==> config.mk <==
export PLATFORM = sky130hd
export DESIGN_NAME = mc_ctrl_hs
export DESIGN_NICKNAME = d
export VERILOG_FILES = /design/src/rtl/mc_ctrl_hs.sv
export SDC_FILE = /design/constraint.sdc
export NUM_CORES = 1
export LEC_CHECK = 0
export CAP_MARGIN = 40
export CORE_MARGIN = 2
export CORE_UTILIZATION = 55
export CTS_BUF_LIST = sky130_fd_sc_hd__clkbuf_16
export CTS_CLUSTER_SIZE = 14
export DETAILED_ROUTE_END_ITERATION = 12
export DONT_BUFFER_PORTS = 1
export GPL_TIMING_DRIVEN = 0
export PLACE_DENSITY = 0.73
export SLEW_MARGIN = 20
export SYNTH_ARGS = -nofsm -noshare
export SYNTH_HDL_FRONTEND = slang
export SYNTH_SLANG_ARGS = --single-unit
==> constraint.sdc <==
create_clock -name clk -period 1.9 [get_ports clk]
set_input_delay 0.38 -clock clk [delete_from_list [all_inputs] [get_ports clk]]
set_output_delay 0.38 -clock clk [all_outputs]
set_load 0.03 [all_outputs]
==> src/rtl/mc_ctrl_hs.sv <==
// Multicycle MIPS control unit: decodes op/funct, sequences FETCH..WB,
// handshakes with variable-latency memory and traps on illegal op or timeout.
module mc_ctrl_hs #(
    parameter int ALUOP_W  = 3,
    parameter int WAIT_MAX = 15,
    parameter int CNT_W    = 8
) (
    input  logic               clk,
    input  logic               rst,
    input  logic               i_zero,
    input  logic [5:0]         i_op,
    input  logic [5:0]         i_funct,
    input  logic               i_mem_rdy,
    output logic               o_mem_req,
    output logic               o_mem_isd,
    output logic               o_pc_wr,
    output logic               o_ir_wr,
    output logic               o_rf_wr,
    output logic               o_dm_wr,
    output logic [1:0]         o_ext_op,
    output logic [ALUOP_W-1:0] o_alu_op,
    output logic [1:0]         o_npc_op,
    output logic [1:0]         o_gpr_sel,
    output logic [1:0]         o_wd_sel,
    output logic               o_b_sel,
    output logic               o_retire,
    output logic [1:0]         o_err
);

    localparam logic [3:0] S_FETCH = 4'd0;
    localparam logic [3:0] S_DCD   = 4'd1;
    localparam logic [3:0] S_EXE   = 4'd2;
    localparam logic [3:0] S_MA    = 4'd3;
    localparam logic [3:0] S_BR    = 4'd4;
    localparam logic [3:0] S_JMP   = 4'd5;
    localparam logic [3:0] S_MR    = 4'd6;
    localparam logic [3:0] S_MW    = 4'd7;
    localparam logic [3:0] S_WB    = 4'd8;
    localparam logic [3:0] S_MEMWB = 4'd9;
    localparam logic [3:0] S_TRAP  = 4'd10;

    logic [3:0]       r_state, w_state_d;
    logic [CNT_W-1:0] r_cnt, w_cnt_d, w_cnt_inc;
    logic [1:0]       r_err, w_err_d;

    logic w_rtype, w_addu, w_subu, w_and, w_or, w_slt, w_jr, w_alu_r;
    logic w_ori, w_lui, w_lw, w_sw, w_beq, w_bne, w_j, w_jal;
    logic w_wait, w_timeout;

    assign w_rtype = (i_op == 6'b000000);
    assign w_addu  = w_rtype && (i_funct == 6'b100001);
    assign w_subu  = w_rtype && (i_funct == 6'b100011);
    assign w_and   = w_rtype && (i_funct == 6'b100100);
    assign w_or    = w_rtype && (i_funct == 6'b100101);
    assign w_slt   = w_rtype && (i_funct == 6'b101010);
    assign w_jr    = w_rtype && (i_funct == 6'b001000);
    assign w_alu_r = w_addu | w_subu | w_and | w_or | w_slt;
    assign w_ori   = (i_op == 6'b001101);
    assign w_lui   = (i_op == 6'b001111);
    assign w_lw    = (i_op == 6'b100011);
    assign w_sw    = (i_op == 6'b101011);
    assign w_beq   = (i_op == 6'b000100);
    assign w_bne   = (i_op == 6'b000101);
    assign w_j     = (i_op == 6'b000010);
    assign w_jal   = (i_op == 6'b000011);

    // The cycle whose incremented count reaches WAIT_MAX without rdy is the timeout.
    assign w_wait    = (r_state == S_FETCH) || (r_state == S_MR) || (r_state == S_MW);
    assign w_cnt_inc = r_cnt + 1'b1;
    assign w_timeout = w_wait && !i_mem_rdy && (w_cnt_inc == CNT_W'(WAIT_MAX));

    always_comb begin
        w_state_d = r_state;
        w_cnt_d   = '0;
        w_err_d   = r_err;
        if (w_wait && !i_mem_rdy && !w_timeout) w_cnt_d = w_cnt_inc;
        case (r_state)
            S_FETCH: if (i_mem_rdy) w_state_d = S_DCD;
                     else if (w_timeout) w_state_d = S_TRAP;
            S_DCD: begin
                if (w_alu_r || w_ori || w_lui)      w_state_d = S_EXE;
                else if (w_lw || w_sw)              w_state_d = S_MA;
                else if (w_beq || w_bne)            w_state_d = S_BR;
                else if (w_j || w_jal || w_jr)      w_state_d = S_JMP;
                else begin
                    w_state_d = S_TRAP;
                    w_err_d   = 2'b01;
                end
            end
            S_EXE:   w_state_d = S_WB;
            S_MA:    w_state_d = w_lw ? S_MR : (w_sw ? S_MW : S_FETCH);
            S_MR:    if (i_mem_rdy) w_state_d = S_MEMWB;
                     else if (w_timeout) w_state_d = S_TRAP;
            S_MW:    if (i_mem_rdy) w_state_d = S_FETCH;
                     else if (w_timeout) w_state_d = S_TRAP;
            S_WB, S_MEMWB, S_BR, S_JMP: w_state_d = S_FETCH;
            S_TRAP:  w_state_d = S_TRAP;
            default: w_state_d = S_FETCH;
        endcase
        if (w_timeout) w_err_d = 2'b10;
        if (r_err != 2'b00) w_err_d = r_err;
    end

    always_ff @(posedge clk or posedge rst) begin
        if (rst) begin
            r_state <= S_FETCH;
            r_cnt   <= '0;
            r_err   <= 2'b00;
        end else begin
            r_state <= w_state_d;
            r_cnt   <= w_cnt_d;
            r_err   <= w_err_d;
        end
    end

    always_comb begin
        o_mem_req = 1'b0;
        o_mem_isd = 1'b0;
        o_pc_wr   = 1'b0;
        o_ir_wr   = 1'b0;
        o_rf_wr   = 1'b0;
        o_dm_wr   = 1'b0;
        o_ext_op  = 2'd0;
        o_alu_op  = '0;
        o_npc_op  = 2'd0;
        o_gpr_sel = 2'd0;
        o_wd_sel  = 2'd0;
        o_b_sel   = 1'b0;
        o_retire  = 1'b0;
        o_err     = r_err;
        case (r_state)
            S_FETCH: begin
                o_mem_req = 1'b1;
                o_pc_wr   = i_mem_rdy;
                o_ir_wr   = i_mem_rdy;
            end
            S_EXE: begin
                o_b_sel  = w_ori | w_lui;
                o_ext_op = w_lui ? 2'd2 : 2'd0;
                if (w_ori)       o_alu_op = ALUOP_W'(3);
                else if (w_lui)  o_alu_op = ALUOP_W'(5);
                else if (w_subu) o_alu_op = ALUOP_W'(1);
                else if (w_and)  o_alu_op = ALUOP_W'(2);
                else if (w_or)   o_alu_op = ALUOP_W'(3);
                else if (w_slt)  o_alu_op = ALUOP_W'(4);
                else             o_alu_op = ALUOP_W'(0);
            end
            S_WB: begin
                o_rf_wr   = 1'b1;
                o_gpr_sel = (w_ori || w_lui) ? 2'd1 : 2'd0;
                o_retire  = 1'b1;
            end
            S_MA: begin
                o_ext_op = 2'd1;
                o_b_sel  = 1'b1;
            end
            S_MR: begin
                o_mem_req = 1'b1;
                o_mem_isd = 1'b1;
            end
            S_MEMWB: begin
                o_rf_wr   = 1'b1;
                o_gpr_sel = 2'd1;
                o_wd_sel  = 2'd1;
                o_retire  = 1'b1;
            end
            S_MW: begin
                o_mem_req = 1'b1;
                o_mem_isd = 1'b1;
                o_dm_wr   = 1'b1;
                o_retire  = i_mem_rdy;
            end
            S_BR: begin
                o_alu_op = ALUOP_W'(1);
                o_ext_op = 2'd1;
                o_npc_op = 2'd1;
                o_pc_wr  = w_bne ? !i_zero : i_zero;
                o_retire = 1'b1;
            end
            S_JMP: begin
                o_pc_wr   = 1'b1;
                o_npc_op  = w_jr ? 2'd3 : 2'd2;
                o_rf_wr   = w_jal;
                o_gpr_sel = w_jal ? 2'd2 : 2'd0;
                o_wd_sel  = w_jal ? 2'd2 : 2'd0;
                o_retire  = 1'b1;
            end
            default: ;
        endcase
        // Reset kills any in-flight request immediately, not at the next edge.
        if (rst) begin
            o_mem_req = 1'b0;
            o_mem_isd = 1'b0;
            o_pc_wr   = 1'b0;
            o_ir_wr   = 1'b0;
            o_rf_wr   = 1'b0;
            o_dm_wr   = 1'b0;
            o_ext_op  = 2'd0;
            o_alu_op  = '0;
            o_npc_op  = 2'd0;
            o_gpr_sel = 2'd0;
            o_wd_sel  = 2'd0;
            o_b_sel   = 1'b0;
            o_retire  = 1'b0;
            o_err     = 2'b00;
        end
    end

endmodule

==> metrics.txt <==
# TYPE chip_impl_metric gauge
chip_impl_info{name="outcome",value="finished, violations left"} 1
chip_impl_info{name="violated_checks",value="setup timing"} 1
chip_impl_metric{name="post_cts_hold_buffer_count",unit=""} 0
chip_impl_metric{name="post_synth_instance_area",unit="mm2"} 0.00115
chip_impl_metric{name="clockPowerShare",unit=""} 0.198
chip_impl_metric{name="die_area",unit="mm2"} 0.00248
chip_impl_metric{name="cellInternalPower",unit="mW"} 1.11
chip_impl_metric{name="critPathRequiredTime",unit="ps"} 1520
chip_impl_metric{name="crit_path_max_incr_delay",unit="ps"} 570
chip_impl_metric{name="relSlewSlack",unit=""} 0.580
chip_impl_info{name="rsz0062_at_grt",value="true"} 1
chip_impl_metric{name="final_min_period_over_clock_period",unit=""} 1.19
chip_impl_info{name="worstPathCellList",value="clkbuf_8, nor3_4, nand2_2, nor4_4, inv_2, nand2_4"} 1
chip_impl_info{name="setup_crit_end_kind",value="output pin"} 1
chip_impl_metric{name="post_drt_wl_per_cell",unit="um"} 25.4
chip_impl_metric{name="yosys.cell_types.count",unit=""} 41
chip_impl_metric{name="vias_per_cell",unit=""} 7.06
chip_impl_metric{name="critPathArrivalTime",unit="ps"} 1880
chip_impl_metric{name="finalSetupViolCount",unit=""} 23
chip_impl_metric{name="synthesis.instances",unit=""} 149
chip_impl_metric{name="globalRouteTotalUtil",unit=""} 0.315
chip_impl_metric{name="finalMaxSlewViolations",unit=""} 0
chip_impl_info{name="critPathLaunchType",value="flop"} 1
chip_impl_metric{name="path_depth",unit=""} 6
chip_impl_metric{name="clk_pin_slew_worst_paths",unit="ps"} 50
chip_impl_metric{name="postLayoutSetupSlackWorst",unit="ps"} -360
chip_impl_metric{name="fin_hold_ws",unit="ps"} 101
chip_impl_metric{name="io_buffer_count",unit=""} 0
chip_impl_metric{name="numCtsBuffers",unit=""} 3
chip_impl_metric{name="largest_net_degree_at_the_start_of_global_routing",unit=""} 16
chip_impl_metric{name="worstSkewPairLatency",unit="ps"} 250
chip_impl_metric{name="cp.buffers_inverters",unit=""} 2
chip_impl_metric{name="grt_overflow_total",unit=""} 0
chip_impl_metric{name="routabilityCongestion",unit=""} 0.900
chip_impl_info{name="critical-path-top-delay-family",value="simple AND/OR/NAND/NOR gates"} 1
chip_impl_metric{name="cts.sinks",unit=""} 14
chip_impl_metric{name="first_global_vias",unit=""} 1179
chip_impl_info{name="synthTopCellsByArea",value="sky130_fd_sc_hd__dfrtp_1 30%, sky130_fd_sc_hd__nor2_1 8.1%, sky130_fd_sc_hd__nand3_1 4.3%"} 1
chip_impl_metric{name="ant_nets",unit=""} 0
chip_impl_metric{name="worst-slew-pin-transition",unit="ps"} 630
chip_impl_metric{name="grt_antenna_before_repair",unit=""} 0
chip_impl_info{name="hold_path_class",value="in -> async"} 1
chip_impl_metric{name="share_of_yosys_cell_area_claimed_by_the_top_area_cell_type",unit=""} 0.304
chip_impl_info{name="yosys.cell_count.top_type",value="sky130_fd_sc_hd__nor2_1"} 1
chip_impl_metric{name="floorplan.initialDensity",unit=""} 0.587
chip_impl_metric{name="top_level_ports",unit=""} 37
chip_impl_info{name="timing_worst_setup_path_type",value="reg -> out"} 1
chip_impl_metric{name="first_pass_grt_wire_length",unit="um"} 5900
chip_impl_metric{name="switching_share",unit=""} 0.460
chip_impl_metric{name="postSynthNetCount",unit=""} 167
chip_impl_metric{name="fmax",unit="GHz"} 0.442
chip_impl_metric{name="post_route_utilization",unit=""} 0.955
chip_impl_metric{name="die_width",unit="um"} 49.8
chip_impl_info{name="clk_root_buffer_cell",value="sky130_fd_sc_hd__clkbuf_16"} 1
chip_impl_metric{name="clock_skew",unit="ps"} 6.05
chip_impl_metric{name="final-hold-violation-count",unit=""} 0
chip_impl_info{name="cts_tree",value="yes"} 1
chip_impl_metric{name="synth_enable_flop_cells",unit=""} 0
chip_impl_info{name="worst_path_max_delay_cell",value="sky130_fd_sc_hd__nor4_4"} 1
chip_impl_metric{name="dp_hpwl",unit="um"} 2170
chip_impl_metric{name="asyncSetResetFlopFracSynth",unit=""} 1.00
chip_impl_info{name="postSynth.topFlopCell",value="sky130_fd_sc_hd__dfrtp_1"} 1
chip_impl_metric{name="cellLeakagePower",unit="nW"} 0.721
chip_impl_metric{name="layout_cell_share_with_drive_strength_beyond_1",unit=""} 0.472
chip_impl_metric{name="worst_r2r_path_depth",unit=""} 7
chip_impl_metric{name="drc_errors",unit=""} 0
chip_impl_metric{name="fp.dieH",unit="um"} 49.8
chip_impl_metric{name="ys_ff_latch",unit=""} 14
chip_impl_info{name="synth_common_cells",value="25 x sky130_fd_sc_hd__nor2_1, 14 x sky130_fd_sc_hd__dfrtp_1, 13 x sky130_fd_sc_hd__nand2_1"} 1
chip_impl_metric{name="worst-path-max-fanout",unit=""} 2
chip_impl_metric{name="drt_first_iter_violations",unit=""} 77
chip_impl_metric{name="placement.setup.worst_slack",unit="ps"} -339
chip_impl_metric{name="ys_seq_area_frac",unit=""} 0.304
chip_impl_metric{name="max_cap_violations",unit=""} 0
chip_impl_metric{name="floorplan.rows",unit=""} 16
chip_impl_metric{name="layout.nets",unit=""} 199
chip_impl_metric{name="n_antenna_cell",unit=""} 0
chip_impl_info{name="synth_area_leader_cell",value="sky130_fd_sc_hd__dfrtp_1"} 1
chip_impl_metric{name="cts_htree_levels",unit=""} 1
chip_impl_metric{name="via_count",unit=""} 1461
chip_impl_metric{name="peakVddDrop",unit="V"} 0.000936
chip_impl_metric{name="pwr_density_cell",unit="mW/mm2"} 1100
chip_impl_metric{name="power_frac_comb",unit=""} 0.599
chip_impl_metric{name="area_delta_synth_final",unit="%"} 62.5
chip_impl_metric{name="synthesis.area_per_instance",unit="um2"} 7.73
chip_impl_metric{name="drt_pass1_iterations",unit=""} 4
chip_impl_metric{name="design.core.area",unit="mm2"} 0.00196
chip_impl_metric{name="drt-total-wl",unit="um"} 5250
chip_impl_metric{name="power.share.sequential",unit=""} 0.203
chip_impl_metric{name="net-switching-power",unit="mW"} 0.949
chip_impl_metric{name="fin_crit",unit="ps"} 2260
chip_impl_metric{name="ctsLongestPathBuffers",unit=""} 2
chip_impl_metric{name="yosys_warnings",unit=""} 0
-- final timing paths --
check / from / slack (ps) / end
max in group asynchronous: rst / 1360 / r_state[3]
min: rst / 100 / r_cnt[5]
max: r_state[1] / -360 / o_rf_wr
min in group clk: i_op[4] / 420 / r_state[3]
max reg2reg: r_cnt[0] / -40 / r_cnt[3]
min reg2reg: r_err[1] / 540 / r_err[1]
-- layout by cell type, fill, tap and decap left out, types with 3 or more instances in the layout --
cell	n
sky130_fd_sc_hd__a21oi_1	5
sky130_fd_sc_hd__a21oi_4	4
sky130_fd_sc_hd__and3_1	3
sky130_fd_sc_hd__buf_4	22
sky130_fd_sc_hd__buf_6	7
sky130_fd_sc_hd__clkbuf_16	3
sky130_fd_sc_hd__dfrtp_1	12
sky130_fd_sc_hd__inv_1	5
sky130_fd_sc_hd__nand2_1	7
sky130_fd_sc_hd__nand2_2	4
sky130_fd_sc_hd__nand2b_1	4
sky130_fd_sc_hd__nand3_1	8
sky130_fd_sc_hd__nor2_1	15
sky130_fd_sc_hd__nor2_2	4
sky130_fd_sc_hd__nor2_4	6
sky130_fd_sc_hd__nor3_2	3
sky130_fd_sc_hd__nor3_4	4
sky130_fd_sc_hd__nor4_4	4
sky130_fd_sc_hd__o21ai_0	3
sky130_fd_sc_hd__xor2_1	5
-- timing repair --
action / CTS / global route
resized for setup: 43 / 32
setup buffers: 10 / 18
setup endpoints to repair: 20 / 31
endpoints found under the hold margin: 0 / 0
pin swaps: 17 / 18
-- layer usage --
metal / vias to the layer above / global-route usage / wire (um)
met5: - / 0 / 0
met4: 0 / 0.153 / 366
met3: 36 / 0.0606 / 490
met2: 138 / 0.511 / 2520
met1: 688 / 0.402 / 1880
li1: 599 / - / -
-- flip-flops by register name (all words and copies together), names as in the netlist --
| name | flops |
|---|---|
| r_err | 2 |
| r_cnt | 8 |
| r_state | 4 |
-- logic make-up after synthesis --
| group | after synthesis | synth area share |
|---|---|---|
| simple gates | 83 | 0.397 |
| compound gates | 27 | 0.166 |
| buf+inv | 15 | 0.0499 |
| flops | 14 | 0.304 |
| xor+xnor | 8 | 0.0608 |
| fa+ha+maj | 2 | 0.0217 |
-- per-stage QoR --
stage	total power, mW	instance area [um2]	instances	setup TNS (ps)
after floorplan	0.900	1240	149	-857
after global placement	0.994	1270	176	-1980
after detailed placement	1.01	1270	176	-2240
after CTS	1.65	1620	190	-1970
after global routing	2.11	1870	207	-2850
final	2.06	1870	207	-2270
-- layout make-up --
type	instances	area [um2]
Timing Repair Buffer	27	221
Buffer	7	63.8
Inverter	8	37.5
Multi-Input combinational cell	120	1080
Clock buffer	3	75.1
Clock inverter	1	3.75
Sequential cell	14	353
Fill cell	52	88.8
Tap cell	27	33.8
-- power groups by stage --
stage / clock network, mW / logic [mW] / registers [mW]
global placement: 0 / 0.599 / 0.395
detailed placement: 0 / 0.615 / 0.397
floorplan: 0 / 0.516 / 0.384
global route: 0.420 / 1.27 / 0.420
finish: 0.407 / 1.24 / 0.419
CTS: 0.408 / 0.848 / 0.397
No activity file was read; power rests on OpenSTA's default activity.
